`config.mk`:
```
export PLATFORM = sky130hd
export DESIGN_NAME = uart_echo_ctrl
export DESIGN_NICKNAME = d
export VERILOG_FILES = /design/src/rtl/uart_echo_ctrl_pkg.sv /design/src/rtl/uart_echo_ctrl_buf.sv /design/src/rtl/uart_echo_ctrl.sv
export SDC_FILE = /design/constraint.sdc
export NUM_CORES = 1
export LEC_CHECK = 0
export ABC_AREA = 1
export CELL_PAD_IN_SITES_DETAIL_PLACEMENT = 1
export CELL_PAD_IN_SITES_GLOBAL_PLACEMENT = 2
export CORE_MARGIN = 1
export CORE_UTILIZATION = 31
export DETAILED_ROUTE_END_ITERATION = 10
export PLACE_DENSITY_LB_ADDON = 0.1
export SETUP_SLACK_MARGIN = 0.15
export SLEW_MARGIN = 15
export SYNTH_ARGS = -nofsm -noshare
export SYNTH_HDL_FRONTEND = slang
export SYNTH_SLANG_ARGS = --single-unit
```
`constraint.sdc`:
```
create_clock -name clk -period 5.5 [get_ports clk]
set_clock_uncertainty 0.2 [all_clocks]
set_input_delay 1.375 -clock clk [delete_from_list [all_inputs] [get_ports clk]]
set_output_delay 1.375 -clock clk [all_outputs]
set_load 0.05 [all_outputs]
```
`src/rtl/uart_echo_ctrl_pkg.sv`:
```
// uart_echo_ctrl_pkg: shared encodings for the UART echo controller.
// The package holds the transform-select codes, the FSM state type and the
// default data width.
package uart_echo_ctrl_pkg;

  localparam int DBIT_DEFAULT = 8;

  localparam logic [1:0] MODE_PASS = 2'b00;
  localparam logic [1:0] MODE_INC  = 2'b01;
  localparam logic [1:0] MODE_INV  = 2'b10;
  localparam logic [1:0] MODE_REV  = 2'b11;

  typedef enum logic [1:0] {
    IDLE  = 2'b00,
    RUN   = 2'b01,
    DRAIN = 2'b10
  } state_t;

endpackage

```
`src/rtl/uart_echo_ctrl_buf.sv`:
```
// echo_buf: small word buffer between RX pops and TX pushes.
// RAM writes are synchronous and the head word is read combinationally.
// The pointers carry one extra wrap bit, which lets full and empty be told
// apart without a separate occupancy counter.
module echo_buf
  import uart_echo_ctrl_pkg::*;
#(
  parameter int DW = DBIT_DEFAULT,
  parameter int AW = 2
) (
  input  logic          clk,
  input  logic          reset,
  input  logic          i_push,
  input  logic [DW-1:0] i_data,
  input  logic          i_pop,
  output logic [DW-1:0] o_head,
  output logic          o_full,
  output logic          o_empty
);

  localparam int DEPTH = 1 << AW;

  logic [DW-1:0] r_mem [DEPTH];
  logic [AW:0]   r_wrPtr;
  logic [AW:0]   r_rdPtr;
  logic          w_doPush;
  logic          w_doPop;

  assign o_full   = (r_wrPtr[AW] != r_rdPtr[AW]) &&
                    (r_wrPtr[AW-1:0] == r_rdPtr[AW-1:0]);
  assign o_empty  = (r_wrPtr == r_rdPtr);
  assign o_head   = r_mem[r_rdPtr[AW-1:0]];
  assign w_doPush = i_push & ~o_full;
  assign w_doPop  = i_pop & ~o_empty;

  // Store the incoming word at the write slot; contents need no reset.
  always_ff @(posedge clk) begin
    if (w_doPush) begin
      r_mem[r_wrPtr[AW-1:0]] <= i_data;
    end
  end

  // Advance the pointers; reset empties the buffer and drops stale words.
  always_ff @(posedge clk or negedge reset) begin
    if (!reset) begin
      r_wrPtr <= '0;
      r_rdPtr <= '0;
    end else begin
      if (w_doPush) begin
        r_wrPtr <= r_wrPtr + {{AW{1'b0}}, 1'b1};
      end
      if (w_doPop) begin
        r_rdPtr <= r_rdPtr + {{AW{1'b0}}, 1'b1};
      end
    end
  end

endmodule

```
`src/rtl/uart_echo_ctrl.sv`:
```
// uart_echo_ctrl: pops words from a UART RX FIFO, transforms them, buffers
// them and pushes them into a UART TX FIFO.
// Optional feature macro ECHO_STATS_EN: when defined, saturating rx/tx word
// counters are built; otherwise rx_cnt and tx_cnt are tied to zero.
module uart_echo_ctrl
  import uart_echo_ctrl_pkg::*;
#(
  parameter int DBIT   = DBIT_DEFAULT,
  parameter int BUF_AW = 2,
  parameter int CNT_W  = 16
) (
  input  logic             clk,
  input  logic             reset,
  input  logic             en,
  input  logic [1:0]       mode,
  input  logic             rx_empty,
  input  logic [DBIT-1:0]  r_data,
  output logic             rd_uart,
  input  logic             tx_full,
  output logic             wr_uart,
  output logic [DBIT-1:0]  w_data,
  output logic [DBIT-1:0]  last_rx,
  output logic             busy,
  output logic [CNT_W-1:0] rx_cnt,
  output logic [CNT_W-1:0] tx_cnt
);

  state_t          r_state;
  state_t          w_nextState;
  logic            w_rxPop;
  logic            w_txPush;
  logic            w_bufFull;
  logic            w_bufEmpty;
  logic [DBIT-1:0] w_head;
  logic [DBIT-1:0] w_xform;
  logic [DBIT-1:0] r_lastRx;

  echo_buf #(
    .DW (DBIT),
    .AW (BUF_AW)
  ) u_buf (
    .clk     (clk),
    .reset   (reset),
    .i_push  (w_rxPop),
    .i_data  (w_xform),
    .i_pop   (w_txPush),
    .o_head  (w_head),
    .o_full  (w_bufFull),
    .o_empty (w_bufEmpty)
  );

  // State register for the accept/drain controller.
  always_ff @(posedge clk or negedge reset) begin
    if (!reset) begin
      r_state <= IDLE;
    end else begin
      r_state <= w_nextState;
    end
  end

  // Next state and RX pop strobe; popping only happens while running.
  always_comb begin
    w_nextState = r_state;
    w_rxPop     = 1'b0;
    case (r_state)
      IDLE: begin
        if (en) begin
          w_nextState = RUN;
        end
      end
      RUN: begin
        w_rxPop = ~rx_empty & ~w_bufFull;
        if (!en) begin
          w_nextState = DRAIN;
        end
      end
      DRAIN: begin
        if (en) begin
          w_nextState = RUN;
        end else if (w_bufEmpty) begin
          w_nextState = IDLE;
        end
      end
      default: begin
        w_nextState = IDLE;
      end
    endcase
  end

  // Transform the RX head word on its way into the buffer.
  always_comb begin
    w_xform = r_data;
    case (mode)
      MODE_PASS: w_xform = r_data;
      MODE_INC:  w_xform = r_data + {{(DBIT-1){1'b0}}, 1'b1};
      MODE_INV:  w_xform = ~r_data;
      MODE_REV: begin
        for (int i = 0; i < DBIT; i++) begin
          w_xform[i] = r_data[DBIT-1-i];
        end
      end
      default:   w_xform = r_data;
    endcase
  end

  // Remember the raw word of the most recent pop.
  always_ff @(posedge clk or negedge reset) begin
    if (!reset) begin
      r_lastRx <= '0;
    end else if (w_rxPop) begin
      r_lastRx <= r_data;
    end
  end

  assign w_txPush = ~w_bufEmpty & ~tx_full;
  assign rd_uart  = w_rxPop;
  assign wr_uart  = w_txPush;
  assign w_data   = w_bufEmpty ? '0 : w_head;
  assign last_rx  = r_lastRx;
  assign busy     = (r_state != IDLE) | ~w_bufEmpty;

`ifdef ECHO_STATS_EN
  logic [CNT_W-1:0] r_rxCnt;
  logic [CNT_W-1:0] r_txCnt;

  // Saturating counts of words popped from RX and pushed to TX.
  always_ff @(posedge clk or negedge reset) begin
    if (!reset) begin
      r_rxCnt <= '0;
      r_txCnt <= '0;
    end else begin
      if (w_rxPop && (r_rxCnt != '1)) begin
        r_rxCnt <= r_rxCnt + {{(CNT_W-1){1'b0}}, 1'b1};
      end
      if (w_txPush && (r_txCnt != '1)) begin
        r_txCnt <= r_txCnt + {{(CNT_W-1){1'b0}}, 1'b1};
      end
    end
  end

  assign rx_cnt = r_rxCnt;
  assign tx_cnt = r_txCnt;
`else
  assign rx_cnt = '0;
  assign tx_cnt = '0;
`endif

endmodule
```
==> results of run 1 <==
stage by stage:
step	total power [W]	std cells	setup slack, ns	instance area [µm²]	hold slack (ns)
6_report	0.001687	461	0.8038	3139	0.2807
5_1_grt	0.001831	461	0.6876	3139	0.3150
4_1_cts	0.001716	461	0.7901	3139	0.2882
3_5_place_dp	0.001459	453	0.7984	3028	0.2644
3_3_place_gp	0.001449	453	0.8034	3028	0.2626
2_1_floorplan	0.001229	353	1.858	2869	0.2540
final timing paths:
check	slack (ns)	from	to	depth (start not counted)
max	0.80	rx_empty	rd_uart	6
min in group asynchronous	1.33	reset	u_buf.r_wrPtr[0]	1
max reg2reg	2.70	u_buf.r_rdPtr[0]	u_buf.r_mem[3][7]	6
max in group asynchronous	3.27	reset	u_buf.r_wrPtr[1]	1
min reg2reg	0.28	last_rx[1]	last_rx[1]	2
min	0.28	last_rx[1]	last_rx[1]	2
state kept, by name, summed over array words and instances, names as in the netlist:
| register | count |
|---|---|
| last_rx | 8 |
| r_state | 2 |
| u_buf.r_rdPtr | 3 |
| u_buf.r_wrPtr | 3 |
| u_buf.r_mem | 32 |
cells by family after synthesis:
kind of cell	count (synthesis)
AO/OA/AOI/OAI	35
XOR/XNOR	2
adder cells (fa/ha/maj)	6
buffers and inverters	78
flip-flops	48
other	1
AND/OR/NAND/NOR	152
where the power goes:
part / internal (W) / leakage (nW) / total (W) / switching (W)
sequential: 0.000460 / 0.490 / 0.000543 / 0.0000830
clock: 0.000135 / 0.0558 / 0.000252 / 0.000117
combinational: 0.000268 / 0.867 / 0.000892 / 0.000624
total: 0.000863 / 1.41 / 0.00169 / 0.000824
final cells by class:
type,instances,area share
clock buffers,5,0.02192
inverters,36,0.04384
flip-flops and latches,48,0.4336
repair buffers,34,0.1076
clock inverters,3,0.01355
multi-input cells,227,0.3364
well taps,108,0.04305
metal layers:
layer  vias up  GRT usage  share of wire
li1       1034          -              -
met1       963     0.1973           0.48
met2        43     0.2441           0.48
met3         6    0.02528          0.029
met4         0    0.03731          0.011
met5         -          0              0
synth_stat cells, types with 2 or more instances:
master,instances
sky130_fd_sc_hd__buf_2,5
sky130_fd_sc_hd__inv_1,35
sky130_fd_sc_hd__nand3_1,23
sky130_fd_sc_hd__edfxtp_1,32
sky130_fd_sc_hd__o21ai_1,2
sky130_fd_sc_hd__buf_4,34
sky130_fd_sc_hd__nor2_1,38
sky130_fd_sc_hd__nand4_1,3
sky130_fd_sc_hd__nand2_1,78
sky130_fd_sc_hd__dfrtp_1,16
sky130_fd_sc_hd__ha_1,6
sky130_fd_sc_hd__xor2_1,2
sky130_fd_sc_hd__nor3_1,2
sky130_fd_sc_hd__nand2_4,2
sky130_fd_sc_hd__nand2_2,2
sky130_fd_sc_hd__o22ai_1,3
sky130_fd_sc_hd__o21ai_0,26
sky130_fd_sc_hd__buf_6,3
critical path, delay by kind of cell:
kind,cells,cell delay (ns)
buffers and inverters,4,1.48
AND/OR/NAND/NOR,2,0.25
==> reports/results.env, run 1 <==
RUN_STATUS='complete, no violations'
YOSYS_REGISTER_BITS=48
GR-TOTAL-OVERFLOW=0
CTS_BUFFERS=5
ACHIEVABLE-FREQUENCY_GHz=0.2129
DIE_BOUNDARY_WIDTH_UM=96.23
SYNTHESIS.AREA_PER_INSTANCE_UM2=8.549
SYNTH_SIMPLE_GATE_AREA_FRAC=0.2382
TRITONCTS='done'
CTS.HTREE.LEVELS=2
COMBINATIONAL_FAMILY_WITH_THE_MOST_AREA_AFTER_SYNTHESIS='simple AND/OR/NAND/NOR gates'
GLOBAL_PLACER_S_FINAL_WEIGHTED_CONGESTION=0.7641
CRITICAL_PATH_CLASS='primary input to output port'
STARTING_DENSITY_OF_THE_CORE=0.3172
ASYNCSETRESETFLOPFRACSYNTH=0.3333
P_LEAK_nW=1.413
HOLD_CLASS='flip-flop to flip-flop'
CTS.CLK_SLEW.WORST_PATHS_NS=0.08
SETUP_VIOL=0
NFILLCELLS=1061
AREA_GROWTH_FROM_SYNTHESIS_TO_FINAL_LAYOUT_PCT=14.05
LEAST_MARGIN_PIN_SLEW_NS=0.8527
DR.FIRST_ITER.DRC_COUNT=40
DESIGN.DIE.AREA_UM2=9260
CLOCK_SINK_COUNT=48
WORSTPATHCELLLIST='clkdlybuf4s50_1 > nor2_2 > buf_4 > nand2_4 > inv_1 > clkdlybuf4s50_1'
PLACEABLECOREAREA_UM2=8678
FINAL_CORE_UTIL=0.3617
FINAL_PERIOD_MINUS_WORST_SETUP_SLACK_NS=4.696
GRT_START_MAX_NET_PINS=21
YOSYS-MUX-AREA-FRACTION=0
FIRST_PASS_ITERS=4
FINALSETUPTNS_NS=0
NUMBER_OF_VIAS_PER_CELL_AFTER_DETAILED_ROUTING=4.438
FINALNETCOUNT=373
POST_CTS.RESIZED_INSTANCES=0
SYNTH_SEQUENTIAL_AREA_RATIO=0.4945
DRC_VIOLATIONS_LEFT=0
SYNTHDISTINCTLIBCELLS=28
CLKLATENCYLATEPIN_NS=0.31
NUM_ROWS=34
DRT.ANTENNA.VIOLATING_NETS=0
BOUNDARYPINS=66
SYNTHESIS.INSTANCES=322
TOTAL_OF_HOLD_BUFFERS_INSERTED_AFTER_CLOCK_TREE_SYNTHESIS=0
SHARE_OF_SYNTHESIZED_CELL_AREA_IN_FULL_ADDER_HALF_ADDER_AND_MAJORITY_CELLS=0.02727
POST_CTS_SETUP_BUFFERS=0
SEQUENTIAL_CELL_AREA_UM2=1361
PATH_COMMON_CELL='sky130_fd_sc_hd__clkdlybuf4s50_1'
SETUP_REPAIR_AFTER_GLOBAL_ROUTING_MISSED_ITS_MARGIN='false'
POST-SYNTH-TOP-AREA-FRACTION=0.3491
POST_SYNTH_EDFFS=32
PLACEMENT.IO_BUFFERS=33
ANTENNA_FOUND_INITIAL=0
CTS-ROOT-BUF='sky130_fd_sc_hd__clkbuf_8'
CRITPATHMAXSTAGEDELAY_NS=0.80
POSTROUTEWIRELENGTH_MM=5.970
YS_WARN_COUNT=0
VIAS_AFTER_DETAILED_ROUTING=2046
CHIPHEIGHT_UM=96.23
CRITICAL_PATH.MAX_FANOUT=16
SYNTH-XOR-AREA-SHARE=0.006364
MULTI_INPUT_COMB_AREA_UM2=1056
SYNTH-MAIN-FF-CELL='sky130_fd_sc_hd__edfxtp_1'
POST-SYNTH-TOP-AREA-CELL='sky130_fd_sc_hd__edfxtp_1'
POST_SYNTH_INSTANCE_AREA_UM2=2753
CRITICAL_PATH.ENDPOINT_TYPE='output port'
ANTENNA-DIODE-COUNT=0
TIMING.FINAL.CRIT_SHARE=0.8539
FINAL-MAX-SLEW-VIOLATION-COUNT=0
SYNTH_AREA_LEADERS='sky130_fd_sc_hd__edfxtp_1 (35%), sky130_fd_sc_hd__dfrtp_1 (15%), sky130_fd_sc_hd__nand2_1 (11%), sky130_fd_sc_hd__buf_4 (9.3%), sky130_fd_sc_hd__nor2_1 (5.2%)'
STARTPOINT_TYPE='primary input'
ROUTE.DETAILED.WL_PER_INST_UM=12.95
LAYOUT_COMMON_CELLS='sky130_fd_sc_hd__nand2_1 (78), sky130_fd_sc_hd__nor2_1 (38), sky130_fd_sc_hd__inv_1 (35)'
POWER.DENSITY_nW_PER_UM2=537.4
CRIT_ARRIVAL_NS=3.12
LAYOUT_COMMONEST_CELL='sky130_fd_sc_hd__nand2_1'
CRIT_PATH_TOP_DELAY_CELL='sky130_fd_sc_hd__clkdlybuf4s50_1'
FINAL_HOLD_VIOL_COUNT=0
VDD_IR_DROP_MAX_V=0.0001984
GRT_PASS1_WL_MM=10.19
SYNTH-COMPOUND-AREA-SHARE=0.06818
MAXSLEWHEADROOM=0.4295
CTS.PATH.MAX_BUFFERS=2
POST_ROUTE_CELLS_DRIVE_ABOVE_1_SHARE=0.04533
POST-DP-HPWL_MM=4.385
CAP_VIOLATIONS=0
WORSTPATHREQUIRED_NS=3.92
GRT_UTIL_ALL_LAYERS=0.1469
NUMBER_OF_GLOBAL_ROUTE_VIAS_BEFORE_REPAIR=2028
(Power assumes the default switching activity.)
==> run 2, diff against run 1 <==
CORE_ASPECT_RATIO = 1.75   (was default)
==> run 2 against run 1 <==
Net effect:
- sequential share of layout area decreased by 0.50 points
- global-route usage decreased by 0.38 points
- register-to-register slack better by 0.04 ns
- critical path type unchanged
==> reports/results.env, run 2 (synthesized netlist as in run 1, its figures left out) <==
RUN_STATUS='complete, no violations'
SETUP_REPAIR_AFTER_GLOBAL_ROUTING_MISSED_ITS_MARGIN='false'
TOTAL_OF_HOLD_BUFFERS_INSERTED_AFTER_CLOCK_TREE_SYNTHESIS=0  # unchanged
PLACEABLECOREAREA_UM2=8671  # about the same
CRIT_ARRIVAL_NS=3.12  # about the same
ACHIEVABLE-FREQUENCY_GHz=0.2129  # about the same
CRIT_CELLS=6  # unchanged
FINAL_HOLD_VIOL_COUNT=0  # unchanged
POSTROUTEWIRELENGTH_MM=6.121  # +2.5%
GRT.MET2_USAGE=0.2680  # +0.02388
P_LEAK_nW=1.422  # +0.69%
GRT_USE_MET3=0.02462  # -0.0006537
WORST_R2R_STARTPOINT='u_buf.r_rdPtr[0]'
CRIT_PATH_TOP_DELAY_CELL='sky130_fd_sc_hd__clkdlybuf4s50_1'
POST_CTS.RESIZED_INSTANCES=0  # unchanged
PATH_COMMON_CELL='sky130_fd_sc_hd__clkdlybuf4s50_1'
CRITPATHMAXSTAGEDELAY_NS=0.79  # about the same
DESIGN.DIE.AREA_UM2=9275  # +0.16%
NUMBER_OF_GLOBAL_ROUTE_VIAS_BEFORE_REPAIR=2023  # -0.25%
LAYOUT_COMMON_CELLS='sky130_fd_sc_hd__nand2_1 (78), sky130_fd_sc_hd__nor2_1 (38), sky130_fd_sc_hd__inv_1 (35)'
WHS_NS=0.2770  # -0.003710 ns
WORSTPATHREQUIRED_NS=3.92  # about the same
MAXSLEWHEADROOM=0.4482  # +0.01871
POST-DP-HPWL_MM=4.566  # +4.1%
NUM_ROWS=45  # +32%
ANTENNA-DIODE-COUNT=0  # unchanged
POWER_SWITCHING_SHARE=0.4796  # -0.008818
MIN_PATH_CELLS=2  # unchanged
NUMBER_OF_CELLS_ON_THE_WORST_REG_TO_REG_PATH=6  # unchanged
HOLD_PATH_STARTPOINT='last_rx[4]'
CTS.PATH.MAX_BUFFERS=2  # unchanged
VDD_IR_DROP_MAX_V=0.0002191  # +10%
CTS.HTREE.LEVELS=2  # unchanged
CRITICAL_PATH_CLASS='primary input to output port'
USE_MET1=0.1491  # -0.04829
MIN_DELAY_WORST_ENDPOINT='last_rx[4]'
SEQUENTIAL_CELL_AREA_UM2=1361  # unchanged
NFILLCELLS=1078  # +1.6%
COMBPWRFRAC=0.521  # -0.008
POWER.DENSITY_nW_PER_UM2=542.8  # +1.0%
DRC_VIOLATIONS_LEFT=0  # unchanged
CTS-ROOT-BUF='sky130_fd_sc_hd__clkbuf_16'
FINALSETUPTNS_NS=0  # unchanged
DRT.ANTENNA.VIOLATING_NETS=0  # unchanged
GLOBAL_PLACER_S_FINAL_WEIGHTED_CONGESTION=0.7190  # -5.9%
CRITICAL_PATH.MAX_FANOUT=16  # unchanged
ANTENNA_FOUND_INITIAL=0  # unchanged
CHIPHEIGHT_UM=126.7  # +32%
ENDPOINT_OF_THE_WORST_SLACK_REG_TO_REG_TIMING_PATH='u_buf.r_mem[3][5]'
BOUNDARYPINS=66  # unchanged
GR-TOTAL-OVERFLOW=0  # unchanged
GRT_START_MAX_NET_PINS=21  # unchanged
DIE_BOUNDARY_WIDTH_UM=73.23  # -24%
CRITICAL_PATH.ENDPOINT_TYPE='output port'
POWER_AFTER_LAYOUT_W=0.001724  # +2.2%
SETUP_VIOL=0  # unchanged
GRT_PASS1_WL_MM=9.701  # -4.8%
WORSTPATHCELLLIST='clkdlybuf4s50_1 > nor2_2 > buf_4 > nand2_4 > inv_1 > clkdlybuf4s50_1'
VIAS_AFTER_DETAILED_ROUTING=2046  # unchanged
ROUTE.DETAILED.WL_PER_INST_UM=13.02  # +0.57%
LAYOUT_COMMONEST_CELL='sky130_fd_sc_hd__nand2_1'
CLKLATENCYLATEPIN_NS=0.29  # -0.02 ns
PATH_DELAY_FAMILY='buffers and inverters'
NUMBER_OF_VIAS_PER_CELL_AFTER_DETAILED_ROUTING=4.353  # -1.9%
HOLD_CLASS='flip-flop to flip-flop'
CLOCK_SINK_COUNT=48  # unchanged
LEAST_MARGIN_PIN_SLEW_NS=0.8247  # -0.02797 ns
CTS_BUFFERS=5  # unchanged
STARTING_DENSITY_OF_THE_CORE=0.3175  # about the same
INTPOWER_W=0.0008970  # +3.9%
CP.BUFFERS_INVERTERS=4  # unchanged
LARGEST_REGISTER_FFS=32  # unchanged
SEQ_POWER_SHARE=0.315  # -0.007
GRT_BUSIEST_LAYER='met2'
TIMING.FINAL.CRIT_SHARE=0.8541  # about the same
AREA_GROWTH_FROM_SYNTHESIS_TO_FINAL_LAYOUT_PCT=15.36
TRITONCTS='done'
P_SW_W=0.0008267  # +0.32%
CLOCK_POWER_SHARE=0.164  # +0.015
R2R_SLACK_NS=2.74  # +0.04 ns
CAP_VIOLATIONS=0  # unchanged
CTS.CLK_SLEW.WORST_PATHS_NS=0.06  # -0.02 ns
STARTPOINT_TYPE='primary input'
FIRST_PASS_ITERS=4  # unchanged
POST_ROUTE_CELLS_DRIVE_ABOVE_1_SHARE=0.03966  # -0.005666
FINAL-MAX-SLEW-VIOLATION-COUNT=0  # unchanged
POST_CTS_SETUP_BUFFERS=0  # unchanged
FINAL_PERIOD_MINUS_WORST_SETUP_SLACK_NS=4.697  # +0.001131 ns
MULTI_INPUT_COMB_AREA_UM2=1056  # unchanged
PLACEMENT.IO_BUFFERS=33  # unchanged
GRT_UTIL_ALL_LAYERS=0.1431  # -0.003792
DR.FIRST_ITER.DRC_COUNT=63  # +57%
FINALNETCOUNT=373  # unchanged
FIN_WS_NS=0.8027  # -0.001131 ns
PRE_CTS_SLACK_NS=0.8010  # +0.002594 ns
-- run 2: power by group through the flow --
stage	Combinational [W]	Clock (W)	Sequential (W)
floorplan	0.000640	0	0.000590
global placement	0.000904	0	0.000552
detailed placement	0.000911	0	0.000552
CTS	0.000913	0.000296	0.000546
global route	0.000979	0.000303	0.000554
finish	0.000898	0.000283	0.000543
-- run 2: worst max path at each step --
stage | startpoint | endpoint | slack (ns)
floorplan | rx_empty | rd_uart | 1.86
global placement | rx_empty | rd_uart | 0.82
detailed placement | rx_empty | rd_uart | 0.80
CTS | rx_empty | rd_uart | 0.79
global route | rx_empty | rd_uart | 0.70
finish | rx_empty | rd_uart | 0.80
-- run 2: layout make-up --
cell class | count | share of cell area
clock buffer | 7 | 0.04177
clock inverter | 1 | 0.001182
inverter | 36 | 0.04334
timing repair buffer | 34 | 0.1064
multi-input combinational | 227 | 0.3325
sequential | 48 | 0.4287
tap | 117 | 0.04610
-- run 2: metrics by stage --
stage | area (µm²) | utilization | std cells
3_3_place_gp | 3039 | 0.3505 | 462
3_5_place_dp | 3039 | 0.3505 | 462
6_report | 3176 | 0.3662 | 470
4_1_cts | 3176 | 0.3662 | 470
2_1_floorplan | 2869 | - | 353
5_1_grt | 3176 | 0.3662 | 470
-- run 2: metal layers --
layer  up-vias  routed length (µm)  part of all wire
met5         -                   0                 0
met4         0                 121             0.020
met3         8                 230             0.038
met2        52                3361              0.55
met1       953                2408              0.39
li1       1033                   -                 -
-- run 2: worst min-delay path, stage by stage, from the launching register on --
cell and delay (ns):
sky130_fd_sc_hd__dfrtp_1 0.34, sky130_fd_sc_hd__nand2_1 0.05, sky130_fd_sc_hd__nand2_1 0.05
